`config.mk`:
```
export PLATFORM = sky130hd
export DESIGN_NAME = spi_bus_master
export DESIGN_NICKNAME = d
export VERILOG_FILES = /design/src/rtl/spi_bus_master.sv
export SDC_FILE = /design/constraint.sdc
export NUM_CORES = 1
export LEC_CHECK = 0
export BUFFER_PORTS_ARGS = -buffer_cell sky130_fd_sc_hd__buf_2
export CAP_MARGIN = 20
export CELL_PAD_IN_SITES_DETAIL_PLACEMENT = 1
export CELL_PAD_IN_SITES_GLOBAL_PLACEMENT = 2
export CORE_MARGIN = 1
export CORE_UTILIZATION = 37
export DETAILED_ROUTE_END_ITERATION = 10
export PLACE_DENSITY_LB_ADDON = 0.1
export SYNTH_ARGS = -nofsm -noshare
export SYNTH_HDL_FRONTEND = slang
export SYNTH_SLANG_ARGS = --single-unit
```
`constraint.sdc`:
```
create_clock -name i_spi_clk -period 3.2 [get_ports i_spi_clk]
set_clock_uncertainty 0.15 [all_clocks]
set_input_delay 0.8 -clock i_spi_clk [delete_from_list [all_inputs] [get_ports i_spi_clk]]
set_output_delay 0.8 -clock i_spi_clk [all_outputs]
set_load 0.005 [all_outputs]
```
`src/rtl/spi_bus_master.sv`:
```
// SPI mode-0 frame master: command/address/data frames with optional turnaround
// and read-back, bit period of 2*CLK_DIV block clocks, guaranteed CS-high gap.
module spi_bus_master #(
    parameter int unsigned ADDR_WIDTH  = 32,
    parameter int unsigned DATA_WIDTH  = 32,
    parameter int unsigned CLK_DIV     = 2,
    parameter int unsigned TURNAROUND  = 1,
    parameter int unsigned GAP_PERIODS = 1
) (
    input  logic                  i_spi_clk,
    input  logic                  rst_n,
    input  logic                  i_req_valid,
    output logic                  o_req_ready,
    input  logic                  i_req_write,
    input  logic [6:0]            i_req_cmd,
    input  logic [ADDR_WIDTH-1:0] i_req_addr,
    input  logic [DATA_WIDTH-1:0] i_req_wdata,
    output logic                  o_rsp_valid,
    output logic [DATA_WIDTH-1:0] o_rsp_rdata,
    output logic                  o_busy,
    output logic                  o_spi_sclk,
    output logic                  o_spi_cs_n,
    output logic                  o_spi_mosi,
    input  logic                  i_spi_miso
);

    localparam int unsigned TX_W    = 8 + ADDR_WIDTH + DATA_WIDTH;
    localparam int unsigned PERIOD  = 2 * CLK_DIV;
    localparam int unsigned GAP_CYC = PERIOD * GAP_PERIODS;
    localparam int unsigned PH_W    = $clog2(GAP_CYC + 1);

    // Bit counter runs across the whole frame; each state ends at a fixed bit index.
    localparam logic [6:0] CA_END = 7'(8 + ADDR_WIDTH - 1);
    localparam logic [6:0] WD_END = 7'(8 + ADDR_WIDTH + DATA_WIDTH - 1);
    localparam logic [6:0] TA_END = 7'(8 + ADDR_WIDTH + TURNAROUND - 1);
    localparam logic [6:0] RD_END = 7'(8 + ADDR_WIDTH + TURNAROUND + DATA_WIDTH - 1);

    localparam logic [PH_W-1:0] PH_LAST   = PH_W'(PERIOD - 1);
    localparam logic [PH_W-1:0] PH_HIGH   = PH_W'(CLK_DIV);
    localparam logic [PH_W-1:0] HOLD_LAST = PH_W'(CLK_DIV - 1);
    localparam logic [PH_W-1:0] GAP_LAST  = PH_W'(GAP_CYC - 1);

    typedef enum logic [2:0] {
        ST_IDLE,
        ST_CMD_ADDR,
        ST_WDATA,
        ST_TURNAROUND,
        ST_RDATA,
        ST_HOLD,
        ST_GAP
    } state_t;

    state_t                state_q, state_d;
    logic [PH_W-1:0]       phase_q, phase_d;
    logic [6:0]            bit_q, bit_d;
    logic [TX_W-1:0]       tx_q, tx_d;
    logic [DATA_WIDTH-1:0] rx_q, rx_d;
    logic [DATA_WIDTH-1:0] rdata_q, rdata_d;
    logic                  write_q, write_d;
    logic                  rsp_valid_q, rsp_valid_d;

    logic shifting;
    logic period_end;

    assign shifting   = (state_q == ST_CMD_ADDR) || (state_q == ST_WDATA) ||
                        (state_q == ST_TURNAROUND) || (state_q == ST_RDATA);
    assign period_end = (phase_q == PH_LAST);

    always_comb begin
        state_d     = state_q;
        phase_d     = phase_q;
        bit_d       = bit_q;
        tx_d        = tx_q;
        rx_d        = rx_q;
        rdata_d     = rdata_q;
        write_d     = write_q;
        rsp_valid_d = 1'b0;

        if (shifting) begin
            phase_d = period_end ? '0 : phase_q + 1'b1;
            if (period_end) begin
                bit_d = bit_q + 7'd1;
                tx_d  = {tx_q[TX_W-2:0], 1'b0};
            end
        end

        unique case (state_q)
            ST_IDLE: begin
                if (i_req_valid) begin
                    state_d = ST_CMD_ADDR;
                    phase_d = '0;
                    bit_d   = '0;
                    tx_d    = {i_req_write, i_req_cmd, i_req_addr, i_req_wdata};
                    rx_d    = '0;
                    write_d = i_req_write;
                end
            end
            ST_CMD_ADDR: begin
                if (period_end && bit_q == CA_END) begin
                    if (write_q)              state_d = ST_WDATA;
                    else if (TURNAROUND == 0) state_d = ST_RDATA;
                    else                      state_d = ST_TURNAROUND;
                end
            end
            ST_WDATA: begin
                if (period_end && bit_q == WD_END) state_d = ST_HOLD;
            end
            ST_TURNAROUND: begin
                if (period_end && bit_q == TA_END) state_d = ST_RDATA;
            end
            ST_RDATA: begin
                // Sample on the last high-phase cycle, i.e. at the SCLK falling edge.
                if (period_end) begin
                    rx_d = {rx_q[DATA_WIDTH-2:0], i_spi_miso};
                    if (bit_q == RD_END) state_d = ST_HOLD;
                end
            end
            ST_HOLD: begin
                phase_d = phase_q + 1'b1;
                if (phase_q == HOLD_LAST) begin
                    state_d     = ST_GAP;
                    phase_d     = '0;
                    rsp_valid_d = 1'b1;
                    if (!write_q) rdata_d = rx_q;
                end
            end
            ST_GAP: begin
                phase_d = phase_q + 1'b1;
                if (phase_q == GAP_LAST) begin
                    state_d = ST_IDLE;
                    phase_d = '0;
                    bit_d   = '0;
                end
            end
            default: state_d = ST_IDLE;
        endcase
    end

    always_ff @(posedge i_spi_clk or negedge rst_n) begin
        if (!rst_n) begin
            state_q     <= ST_IDLE;
            phase_q     <= '0;
            bit_q       <= '0;
            tx_q        <= '0;
            rx_q        <= '0;
            rdata_q     <= '0;
            write_q     <= 1'b0;
            rsp_valid_q <= 1'b0;
        end else begin
            state_q     <= state_d;
            phase_q     <= phase_d;
            bit_q       <= bit_d;
            tx_q        <= tx_d;
            rx_q        <= rx_d;
            rdata_q     <= rdata_d;
            write_q     <= write_d;
            rsp_valid_q <= rsp_valid_d;
        end
    end

    assign o_req_ready = (state_q == ST_IDLE);
    assign o_busy      = (state_q != ST_IDLE);
    assign o_spi_cs_n  = (state_q == ST_IDLE) || (state_q == ST_GAP);
    assign o_spi_sclk  = shifting && (phase_q >= PH_HIGH);
    assign o_spi_mosi  = ((state_q == ST_CMD_ADDR) || (state_q == ST_WDATA)) && tx_q[TX_W-1];
    assign o_rsp_valid = rsp_valid_q;
    assign o_rsp_rdata = rdata_q;

endmodule

```
# Yosys cells after proc, flatten, opt, wreduce, memory -nomap -nowiden
# Cells that the tools add are included.
# word_totals
mem_bits_rw	0
mem_bits_ro	0
elab_cells	77
regBits	151
latch_bits	0
n_memories	0
inputBits	76
# op_classes
n_mul	0
bitwise	1
mux	29
n_eq_ne	20
n_addsub	2
reduce_logical	16
n_lt_le_gt_ge	1
n_div	0
n_shift	0
# op_table
operator	n
72-bit 2-to-1 mux	4
32-bit 2-to-1 mux	2
32-bit one-hot mux with 2 select lines	1
3-bit 2-to-1 mux	12
7-bit 2-to-1 mux	4
3-bit one-hot mux with 7 select lines	1
7-bit by 6-bit == test with 1-bit output, second input constant	2
7-bit == test, second input constant	2
7-bit one-hot mux with 2 select lines	1
3-bit by 2-bit == test with 1-bit output, second input constant	3
3-bit == test, second input constant	3
3-bit one-hot mux with 3 select lines	1
2-bit by 1-bit inequality test with 1-bit output, second input constant	4
2-bit inequality test, second input constant	4
8-bit AND reduction	1
7-bit by 1-bit adder with 7-bit output, second input constant	1
3-bit by 1-bit == test with 1-bit output, second input constant	2
3-bit AND reduction	2
1-bit logical AND	5
1-bit logical OR	4
3-bit by 1-bit adder with 3-bit output, second input constant	1
3-bit by 2-bit greater-or-equal comparator with 1-bit output, second input constant	1
3-bit zero test	1
1-bit 2-to-1 mux	3
4 further kinds	4

# Longest topological paths before layout
# Gate-level depths: netlist of the first run.
# logic_depth
word_depth	7
ltp_mapped	8
mapped_depth_nobuf	7

# Least setup slack after synthesis of the first run
# No wires, ideal clock.
# synth_timing
path_kind	reg2reg
from	register phase_q[1]
to	register state_q[0]
synth_period_minus_slack_ns	2.440
stages_incl_launch_ff	7
t_required_ns	2.911
path_buffers	0
arrival_ns	2.151
slack_ns	0.760
cell_sequence	dfrtp_1 > ha_1 > ha_1 > or3b_1 > or3b_1 > a311o_1 > or4_1
# synth_between
elab_chain_len	4
word_cells_on_any_way	12
# synth_rtl
element	line_no	rtl
start: declaration	54	logic [PH_W-1:0] phase_q, phase_d;
start signal: assignment	151	phase_q <= phase_d;
3-bit by 2-bit == test with 1-bit output	67, 129	
1-bit logical AND (on tied branches)	109, 106, 99	
2-bit by 1-bit inequality test with 1-bit output (no source line)	-	
8-bit AND reduction (no source line) *	-	
end signal: assignment	150	state_q <= state_d;
end: declaration	53	state_t state_q, state_d;
# Mark *: on every way between the ends. The rest lies on a longest branch, timed or not.
# A chain may end at the register's enable or synchronous reset.

# Final worst setup path of the first run
# Ends and elaborated chain as after synthesis.

==> summary.md, run 1 <==
| Metric | Value |
|---|---|
| Status | `complete, no violations` |
| #FFs+latches synth | `151` |
| Total routed wirelength | `16400 µm` |
| Post-synthesis sequential area ratio | `57.7%` |
| Clock sink count | `151` |
| Most frequent cells after synthesis | `dfrtp_1 (151), and3_1 (72), a221o_1 (71)` |
| Most common cell in the netlist | `dfrtp_1` |
| Vias in the first global route | `5018` |
| Initial drt markers | `310` |
| Reg-to-Reg Start | `phase_q[1]$_DFF_PN0_` |
| Crit path required time | `3.35 ns` |
| Area of the core | `0.0173 mm²` |
| Share of the synthesized area in the top cell type | `57.7%` |
| Final min period | `2.83 ns` |
| DR DRC count | `0` |
| Synth async-reset ratio | `100%` |
| First-pass GRT wire length | `27400 µm` |
| Initial Utilization | `37.9%` |
| Kind of critical path | `reg2reg` |
| Ys Warns | `0` |
| Area grow syn2layout | `21.5%` |
| Core Util, Final | `46.0%` |
| DIE HEIGHT | `135 µm` |
| Reg-to-reg endpoint | `state_q[0]$_DFFE_PN0P_` |
| Share of cells above drive strength 1 | `32.6%` |
| Synth area leader | `dfrtp_1` |
| RSZ-0062 raised after global routing | `no` |
| Final setup viols | `0` |
| Via Count | `4825` |
| Top FF cell, synth | `dfrtp_1` |
| Post-Synth XOR/XNOR Area | `0.267%` |
| Number of hold violations in the final report | `0` |
| Worst path cell trace | `ha_1, ha_1, or3b_1, or3b_1, a311o_1, or4_1` |
| RD Place Congestion | `0.785` |
| Tot Pwr | `6.86 mW` |
| TritonCTS clock tree | `built` |
| Synth Area in Compound Gates | `18.5%` |
| CP Launch Point | `phase_q[1]$_DFF_PN0_` |
| HPWL after DPL | `10100 µm` |
| VDD IR-drop max | `0.418 mV` |
| Pwr dens | `861 mW/mm²` |
| Setup TNS | `0 ns` |
| Routed vias/inst | `5.63` |
| FF-to-FF path depth | `6` |
| Nets | `702` |
| IO Count | `114` |
| Site Rows | `48` |
| Critical Path End | `state_q[0]$_DFFE_PN0P_` |
| DR pass1 iterations | `4` |
| Antenna diodes | `0` |
| Fill cell count | `1824` |
| Max stage delay on crit path | `0.43 ns` |
| Startpoint types | `flip-flop` |
| Largest net degree at the start of global routing | `74` |
| Worst Hold Class | `in2async` |
| CTS Buf Count | `17` |
| ANT nets after route | `0` |
| Antenna violations before repair | `4` |
| Largest family of logic cells by synthesized area | `compound AO/OA/AOI/OAI gates` |
| Clock latency on the worst-skew pair | `0.43 ns` |
| Worst Tran Pin Value | `0.807 ns` |
| Synth Area in Adders | `1.34%` |
| Root buffer cell | `clkbuf_16` |
| Post-synthesis mux area share | `5.65%` |
| Syn Nets | `603` |
| H-tree Lvls | `4` |
| Leading post-synthesis cells by cell area | `dfrtp_1 (58%), a221o_1 (11%), and3_1 (6.9%), mux2_2 (5.5%), a22o_1 (4.3%)` |
| Arr. time, crit path | `2.97 ns` |
| CP Max Fanout | `12` |
| Crit. End Element | `flip-flop` |
| Total global-route track usage | `19.2%` |
| Post-CTS Setup Inserts | `0` |
| Peak Freq | `354 MHz` |
| Slowest CP cell | `dfrtp_1` |
| Simple-gate share of the synthesized area | `12.1%` |
| Synth Instances | `520` |
| Mapped cell area | `0.00655 mm²` |
| Tcrit/Tclk final | `88.3%` |
| Fin. max-slew vios | `0` |
| Max Cap Viol | `0` |
| Worst R2R Setup Slack | `0.37 ns` |
| DIE AREA | `0.0182 mm²` |
| Wire length per cell | `19.1 µm` |
| EDFF count, synth | `0` |
| Relative slew slack | `46.2%` |
| IO Port Bufs | `113` |
| Clock Tree Buf Depth | `2` |
| Mapped Avg Cell Area | `12.6 µm²` |
| Die Wd | `135 µm` |
| Yosys cell types | `54` |
| Post-CTS Hold Buffers | `0` |
| Grt total ovfl | `0` |
| Static Leak | `4.10 nW` |
| Clk slew on worst S/H paths | `0.07 ns` |
| CTS resizes | `0` |
==> layout make-up <==
type                            count  area (µm²)  area share (%)
Clock inverter                     15         209            2.62
Timing Repair Buffer              127         727            9.13
Inverter                           12        45.0           0.566
Multi-Input combinational cell    310        2500            31.4
Clock buffer                       17         425            5.34
Tap cell                          225         282            3.53
Sequential cell                   151        3780            47.4
==> kinds of logic after synthesis <==
group,count (synthesis)
AND/OR/NAND/NOR,134
AO/OA/AOI/OAI,134
flip-flops,151
multiplexers,33
buffers and inverters,59
adder cells (fa/ha/maj),7
XOR/XNOR,2
==> stage by stage <==
| stage | std cells | worst slack [ns] | hold slack [ns] | instance area, µm² |
|---|---|---|---|---|
| 2_1_floorplan | 520 | 0.760 | 0.304 | 6550 |
| 3_3_place_gp | 825 | 0.461 | 0.316 | 7330 |
| 3_5_place_dp | 825 | 0.405 | 0.332 | 7330 |
| 4_1_cts | 857 | 0.377 | 0.211 | 7960 |
| 5_1_grt | 857 | 0.285 | 0.225 | 7960 |
| 6_report | 857 | 0.374 | 0.197 | 7960 |
==> registers in the layout (all words and copies together) (netlist names) <==
signal       cells
bit_q            7
o_rsp_rdata     32
o_rsp_valid      1
phase_q          3
rx_q            32
state_q          3
tx_q            72
write_q          1
==> how the worst min path moves through the flow <==
| stage | endpoint | cells past startpoint |
|---|---|---|
| detailed placement | tx_q[71]$_DFF_PN0_ | 2 |
| floorplan | tx_q[71]$_DFF_PN0_ | 2 |
| CTS | phase_q[1]$_DFF_PN0_ | 1 |
| global route | phase_q[1]$_DFF_PN0_ | 1 |
| finish | o_rsp_rdata[29]$_DFFE_PN0P_ | 1 |
| global placement | tx_q[71]$_DFF_PN0_ | 2 |
==> routing by layer <==
metal / up-vias / track usage [%] / part of all wire, %
met4: 4 / 6.62 / 1.5
met2: 114 / 28.3 / 46
met1: 2471 / 26.4 / 47
met3: 23 / 6.46 / 5.5
li1: 2213 / - / -
met5: - / 0 / 0.13
==> worst max-delay path: cells and delay by family (launching register included) <==
family | cells | cell delay, ns
simple gates | 3 | 1.17
fa+ha+maj | 2 | 0.59
compound gates | 1 | 0.35
flops | 1 | 0.43
==> cells in the final DEF, fill, tap and decap left out, types with 2 or more instances in the layout <==
master / synthesis / routed
a21o_1: 2 / 2
buf_2: 7 / 112
a21oi_1: 4 / 4
inv_6: 0 / 5
or2b_2: 2 / 2
a31oi_1: 3 / 3
nor3_1: 6 / 5
o221ai_1: 2 / 2
nand3_2: 0 / 2
dfrtp_1: 151 / 151
o22ai_1: 2 / 2
buf_12: 0 / 4
o31ai_1: 3 / 3
inv_1: 12 / 12
and3_2: 1 / 2
a221o_1: 71 / 71
and3_1: 72 / 71
ha_1: 7 / 7
nand3_1: 8 / 6
clkbuf_16: 0 / 17
mux2_2: 32 / 32
bufinv_16: 0 / 3
o21ai_0: 5 / 5
or3b_1: 2 / 2
nor2_1: 9 / 8
a22o_1: 32 / 32
nand4_1: 4 / 4
nand2_1: 16 / 16
buf_4: 0 / 10
inv_8: 0 / 4
==> power by group <==
part	leakage [nW]	internal, mW	switching [mW]
combinational	1.78	0.976	0.999
clock	0.314	1.27	0.906
sequential	2.00	2.39	0.318
Power figures use the tool's default switching activity.
==> inputs of run 2 (changes only) <==
Settings changed: GPL_ROUTABILITY_DRIVEN set to 1.
Clock period 3.2 ns to 2.6 ns, I/O delays scaled along.
==> summary.md, run 2 (same netlist as run 1, synthesis figures left out) <==
| Metric | Value |
|---|---|
| IO Port Bufs | `113` |
| Status | `complete, no violations` |
| Vias in the first global route | `5191` |
| First-pass GRT wire length | `27900 µm` |
| VDD IR-drop max | `0.488 mV` |
| Fin. max-slew vios | `0` |
| Max stage delay on crit path | `0.40 ns` |
| Worst Tran Pin Value | `0.613 ns` |
| Startpoint types | `flip-flop` |
| DR DRC count | `0` |
| Clock Tree Buf Depth | `2` |
| Slowest CP cell | `or4_1` |
| Routed vias/inst | `5.62` |
| Arr. time, crit path | `2.66 ns` |
| Area after DPL | `0.00738 mm²` |
| Crit. End Element | `flip-flop` |
| Total global-route track usage | `19.7%` |
| IO Count | `114` |
| Worst setup margin | `0.0830 ns` |
| Fill cell count | `1838` |
| Most frequent cells in the layout | `dfrtp_1 (148), buf_2 (112), and3_1 (71), a221o_1 (71)` |
| Tot Pwr | `8.47 mW` |
| Setup WS pre-CTS | `0.0591 ns` |
| Tcrit/Tclk final | `96.8%` |
| Final Cell Area | `0.00805 mm²` |
| Max Cap Viol | `0` |
| CTS Buf Count | `17` |
| Site Rows | `48` |
| Wire length per cell | `19.5 µm` |
| Clk slew on worst S/H paths | `0.07 ns` |
| Via Count | `4844` |
| HPWL after DPL | `10400 µm` |
| Total routed wirelength | `16800 µm` |
| DIE HEIGHT | `135 µm` |
| Share of cells above drive strength 1 | `34.6%` |
| Area grow syn2layout | `22.8%` |
| Root buffer cell | `clkbuf_16` |
| Final min period | `2.52 ns` |
| Clock sink count | `151` |
| Crit path required time | `2.74 ns` |
| Area of the core | `0.0173 mm²` |
| Grt total ovfl | `0` |
| Die Wd | `135 µm` |
| Core Util, Final | `46.5%` |
| Static Leak | `4.13 nW` |
| FF-to-FF path depth | `6` |
| ANT nets after route | `0` |
| Relative slew slack | `58.8%` |
| CP Max Fanout | `3` |
| Initial Utilization | `37.9%` |
| Biggest register | `tx_q` |
| Most frequent CP cell | `or3b_4` |
| TritonCTS clock tree | `built` |
| Worst path cell trace | `ha_2, ha_4, or3b_4, or3b_4, a311o_1, or4_1` |
| Max reg flops | `72` |
| Nets | `706` |
| Clock latency on the worst-skew pair | `0.43 ns` |
| DR pass1 iterations | `4` |
| Pwr dens | `1050 mW/mm²` |
| Peak Freq | `397 MHz` |
| Setup TNS | `0 ns` |
| Kind of critical path | `reg2reg` |
| Largest net degree at the start of global routing | `74` |
| Initial drt markers | `325` |
| RD Place Congestion | `0.803` |
| Antenna violations before repair | `3` |
| DIE AREA | `0.0182 mm²` |
| Number of hold violations in the final report | `0` |
| Final setup viols | `0` |
| RSZ-0062 raised after global routing | `no` |
| Commonest non-fill, non-tap cell in the layout | `dfrtp_1` |
| H-tree Lvls | `4` |
| Worst Hold Class | `in2async` |
[run 2: changes by cell type in the layout (fill, tap and decap cells not counted), sizes merged]
cell,delta
buf,+4
bufinv,-1
clkinv,+1
diode,+1
[run 2: worst paths after layout]
kind	from	end	slack, ns
max	phase_q[0]$_DFF_PN0_	state_q[0]$_DFFE_PN0P_	0.08
min	rst_n	phase_q[1]$_DFF_PN0_	0.02
max reg2reg	phase_q[0]$_DFF_PN0_	state_q[0]$_DFFE_PN0P_	0.08
min reg2reg	tx_q[70]$_DFF_PN0_	tx_q[71]$_DFF_PN0_	0.34
max in group asynchronous	rst_n	o_rsp_rdata[2]$_DFFE_PN0P_	1.61
min in group i_spi_clk	i_req_wdata[0]	tx_q[0]$_DFF_PN0_	0.28
[run 2: metrics by stage]
stage | hold slack, ns | cells
finish | 0.0156 | 862
global route | 0.0381 | 861
CTS | 0.00815 | 860
detailed placement | 0.328 | 828
global placement | 0.319 | 828
floorplan | 0.204 | 520
[run 2: area by class of cell]
cell class                 count  area, µm²  area share, %
antenna                        1       2.50         0.0311
clock buffer                  17        425           5.29
clock inverter                15        204           2.53
inverter                      12       45.0          0.560
multi-input combinational    310       2530           31.4
sequential                   151       3780           47.0
tap                          225        282           3.50
timing repair buffer         131        782           9.72
[run 2: timing repair]
item,4_1_cts,5_1_grt
endpoints found under the setup margin,1,2
setup buffers,0,1
hold buffers,0,0
pin swaps,0,1
resized for setup,4,7
[run 2: worst max-delay path, delay by kind of cell (launching register included)]
family	cells	cell delay [ns]
AO/OA/AOI/OAI	1	0.34
adder cells (fa/ha/maj)	2	0.36
flip-flops	1	0.38
AND/OR/NAND/NOR	3	1.16
[run 2: where the power goes]
| part | switching (mW) | internal [mW] | leakage, nW | total, mW |
|---|---|---|---|---|
| sequential | 0.428 | 2.95 | 2.00 | 3.38 |
| clock | 1.14 | 1.48 | 0.308 | 2.61 |
| combinational | 1.23 | 1.25 | 1.82 | 2.48 |
| total | 2.79 | 5.68 | 4.13 | 8.47 |
[run 2: metal layers]
metal	wire length (µm)	vias up	track usage, %
li1	-	2220	-
met4	222	4	6.43
met3	830	20	5.82
met5	23	-	0
met2	7840	101	30.4
met1	7900	2499	26.5
==> inputs of run 3 (changes only) <==
Settings changed: REMOVE_ABC_BUFFERS set to 1, SLEW_MARGIN set to 20.
==> summary.md, run 3 (same netlist as run 1, synthesis figures left out) <==
| Metric | Value |
|---|---|
| Status | `complete, no violations` |
| Antenna violations before repair | `7` |
| Area of the core | `0.0173 mm²` |
| CTS Buf Count | `17` |
| Die Wd | `135 µm` |
| TritonCTS clock tree | `built` |
| VDD IR-drop max | `0.485 mV` |
| Relative slew slack | `58.2%` |
| DR DRC count | `0` |
| DR pass1 iterations | `4` |
| Share of cells above drive strength 1 | `34.1%` |
| Tot Pwr | `8.46 mW` |
| Nets | `704` |
| Total routed wirelength | `16400 µm` |
| ANT nets after route | `0` |
| Final setup viols | `0` |
| Initial drt markers | `207` |
| Post-route insts no fill | `866` |
| Grt total ovfl | `0` |
| RD Place Congestion | `0.775` |
| Initial Utilization | `37.9%` |
| Crit. End Element | `flip-flop` |
| H-tree Lvls | `4` |
| HPWL after DPL | `10200 µm` |
| Clock latency on the worst-skew pair | `0.42 ns` |
| Root buffer cell | `clkbuf_16` |
| Startpoint types | `flip-flop` |
| Site Rows | `48` |
| DIE HEIGHT | `135 µm` |
| Setup TNS | `0 ns` |
| Fin. max-slew vios | `0` |
| Pwr dens | `1050 mW/mm²` |
| Commonest non-fill, non-tap cell in the layout | `dfrtp_1` |
| Max Cap Viol | `0` |
| Largest net degree at the start of global routing | `75` |
| Wire length per cell | `19.0 µm` |
| Vias in the first global route | `5128` |
| Area grow syn2layout | `23.0%` |
| Via Count | `4862` |
| Max reg flops | `72` |
| IO Count | `114` |
| Number of hold violations in the final report | `0` |
| Clk slew on worst S/H paths | `0.06 ns` |
| RSZ-0062 raised after global routing | `no` |
| Biggest register | `tx_q` |
| Crit path required time | `2.73 ns` |
| Arr. time, crit path | `2.62 ns` |
| Most frequent cells in the layout | `dfrtp_1 (149), buf_2 (112), and3_1 (71), a221o_1 (71)` |
| Post-CTS Hold Buffers | `0` |
| Tcrit/Tclk final | `95.5%` |
| Worst Tran Pin Value | `0.623 ns` |
| Largest delay share family, worst path | `simple AND/OR/NAND/NOR gates` |
| Worst Hold Class | `in2async` |
| Kind of critical path | `reg2reg` |
| DIE AREA | `0.0182 mm²` |
| First-pass GRT wire length | `27400 µm` |
| Clock sink count | `151` |
| Peak Freq | `403 MHz` |
| Max stage delay on crit path | `0.39 ns` |
| Placed cells | `826` |
| WHS | `0.0422 ns` |
| Worst path bufs/invs | `0` |
| CP Max Fanout | `2` |
| Slowest CP cell | `dfrtp_1` |
| Final min period | `2.48 ns` |
| Clock Tree Buf Depth | `2` |
| Routed vias/inst | `5.61` |
| Static Leak | `4.12 nW` |
| Total global-route track usage | `19.2%` |
| Worst path cell trace | `ha_4, ha_4, or3b_4, or3b_4, a311o_1, or4_1` |
| IO Port Bufs | `113` |
[run 3: changes by cell type in the layout (fill, tap and decap cells not counted), moves of 2 or more]
cell        before  now
buf_4           12   10
bufinv_16        2    4
clkinv_2         0    3
clkinv_4         1    5
clkinv_8         3    0
clkinvlp_4       0    2
diode_2          1    7
inv_6            6    1
inv_8            3    0
[run 3: what timing repair did]
item	4_1_cts	5_1_grt
setup endpoints to repair	2	15
setup buffers	1	0
resized for setup	2	9
pin swaps	0	1
[run 3: power breakdown]
group	leakage (nW)	total, mW	switching, mW	internal (mW)
Sequential	2.00	3.36	0.413	2.95
Clock	0.303	2.61	0.998	1.61
Combinational	1.81	2.49	1.23	1.26
[run 3: per-stage QoR]
stage	cell area, µm²	utilization [%]	setup slack (ns)
floorplan	6300	-	-1.61
global placement	7360	42.6	0.0794
detailed placement	7360	42.6	-0.0386
CTS	8000	46.3	0.0248
global route	8050	46.5	0.0208
finish	8060	46.6	0.117
[run 3: path summary, 6_finish.rpt]
path	start	endpoint	slack, ns	depth (start not counted)
max	phase_q[1]$_DFF_PN0_	state_q[0]$_DFFE_PN0P_	0.12	6
min	rst_n	o_rsp_rdata[11]$_DFFE_PN0P_	0.04	1
max reg2reg	phase_q[1]$_DFF_PN0_	state_q[0]$_DFFE_PN0P_	0.12	6
min reg2reg	rx_q[31]$_DFFE_PN0P_	rx_q[31]$_DFFE_PN0P_	0.35	1
max in group asynchronous	rst_n	bit_q[6]$_DFF_PN0_	1.61	2
min in group i_spi_clk	i_req_wdata[0]	tx_q[0]$_DFF_PN0_	0.27	3
[run 3: cell type report]
class	instances	area [µm²]
Fill cell	1823	9240
Sequential cell	151	3780
Multi-Input combinational cell	310	2540
Timing Repair Buffer	129	767
Clock buffer	17	425
Tap cell	225	282
Clock inverter	15	203
Inverter	12	45.0
Antenna cell	7	17.5
[run 3: routing by layer]
metal  vias up  part of all wire [%]  global-route usage (%)
li1       2228                     -                       -
met1      2503                    46                    25.0
met2       107                    46                    29.4
met3        22                   6.0                    6.57
met4         2                   2.0                    7.62
met5         -                 0.079                       0
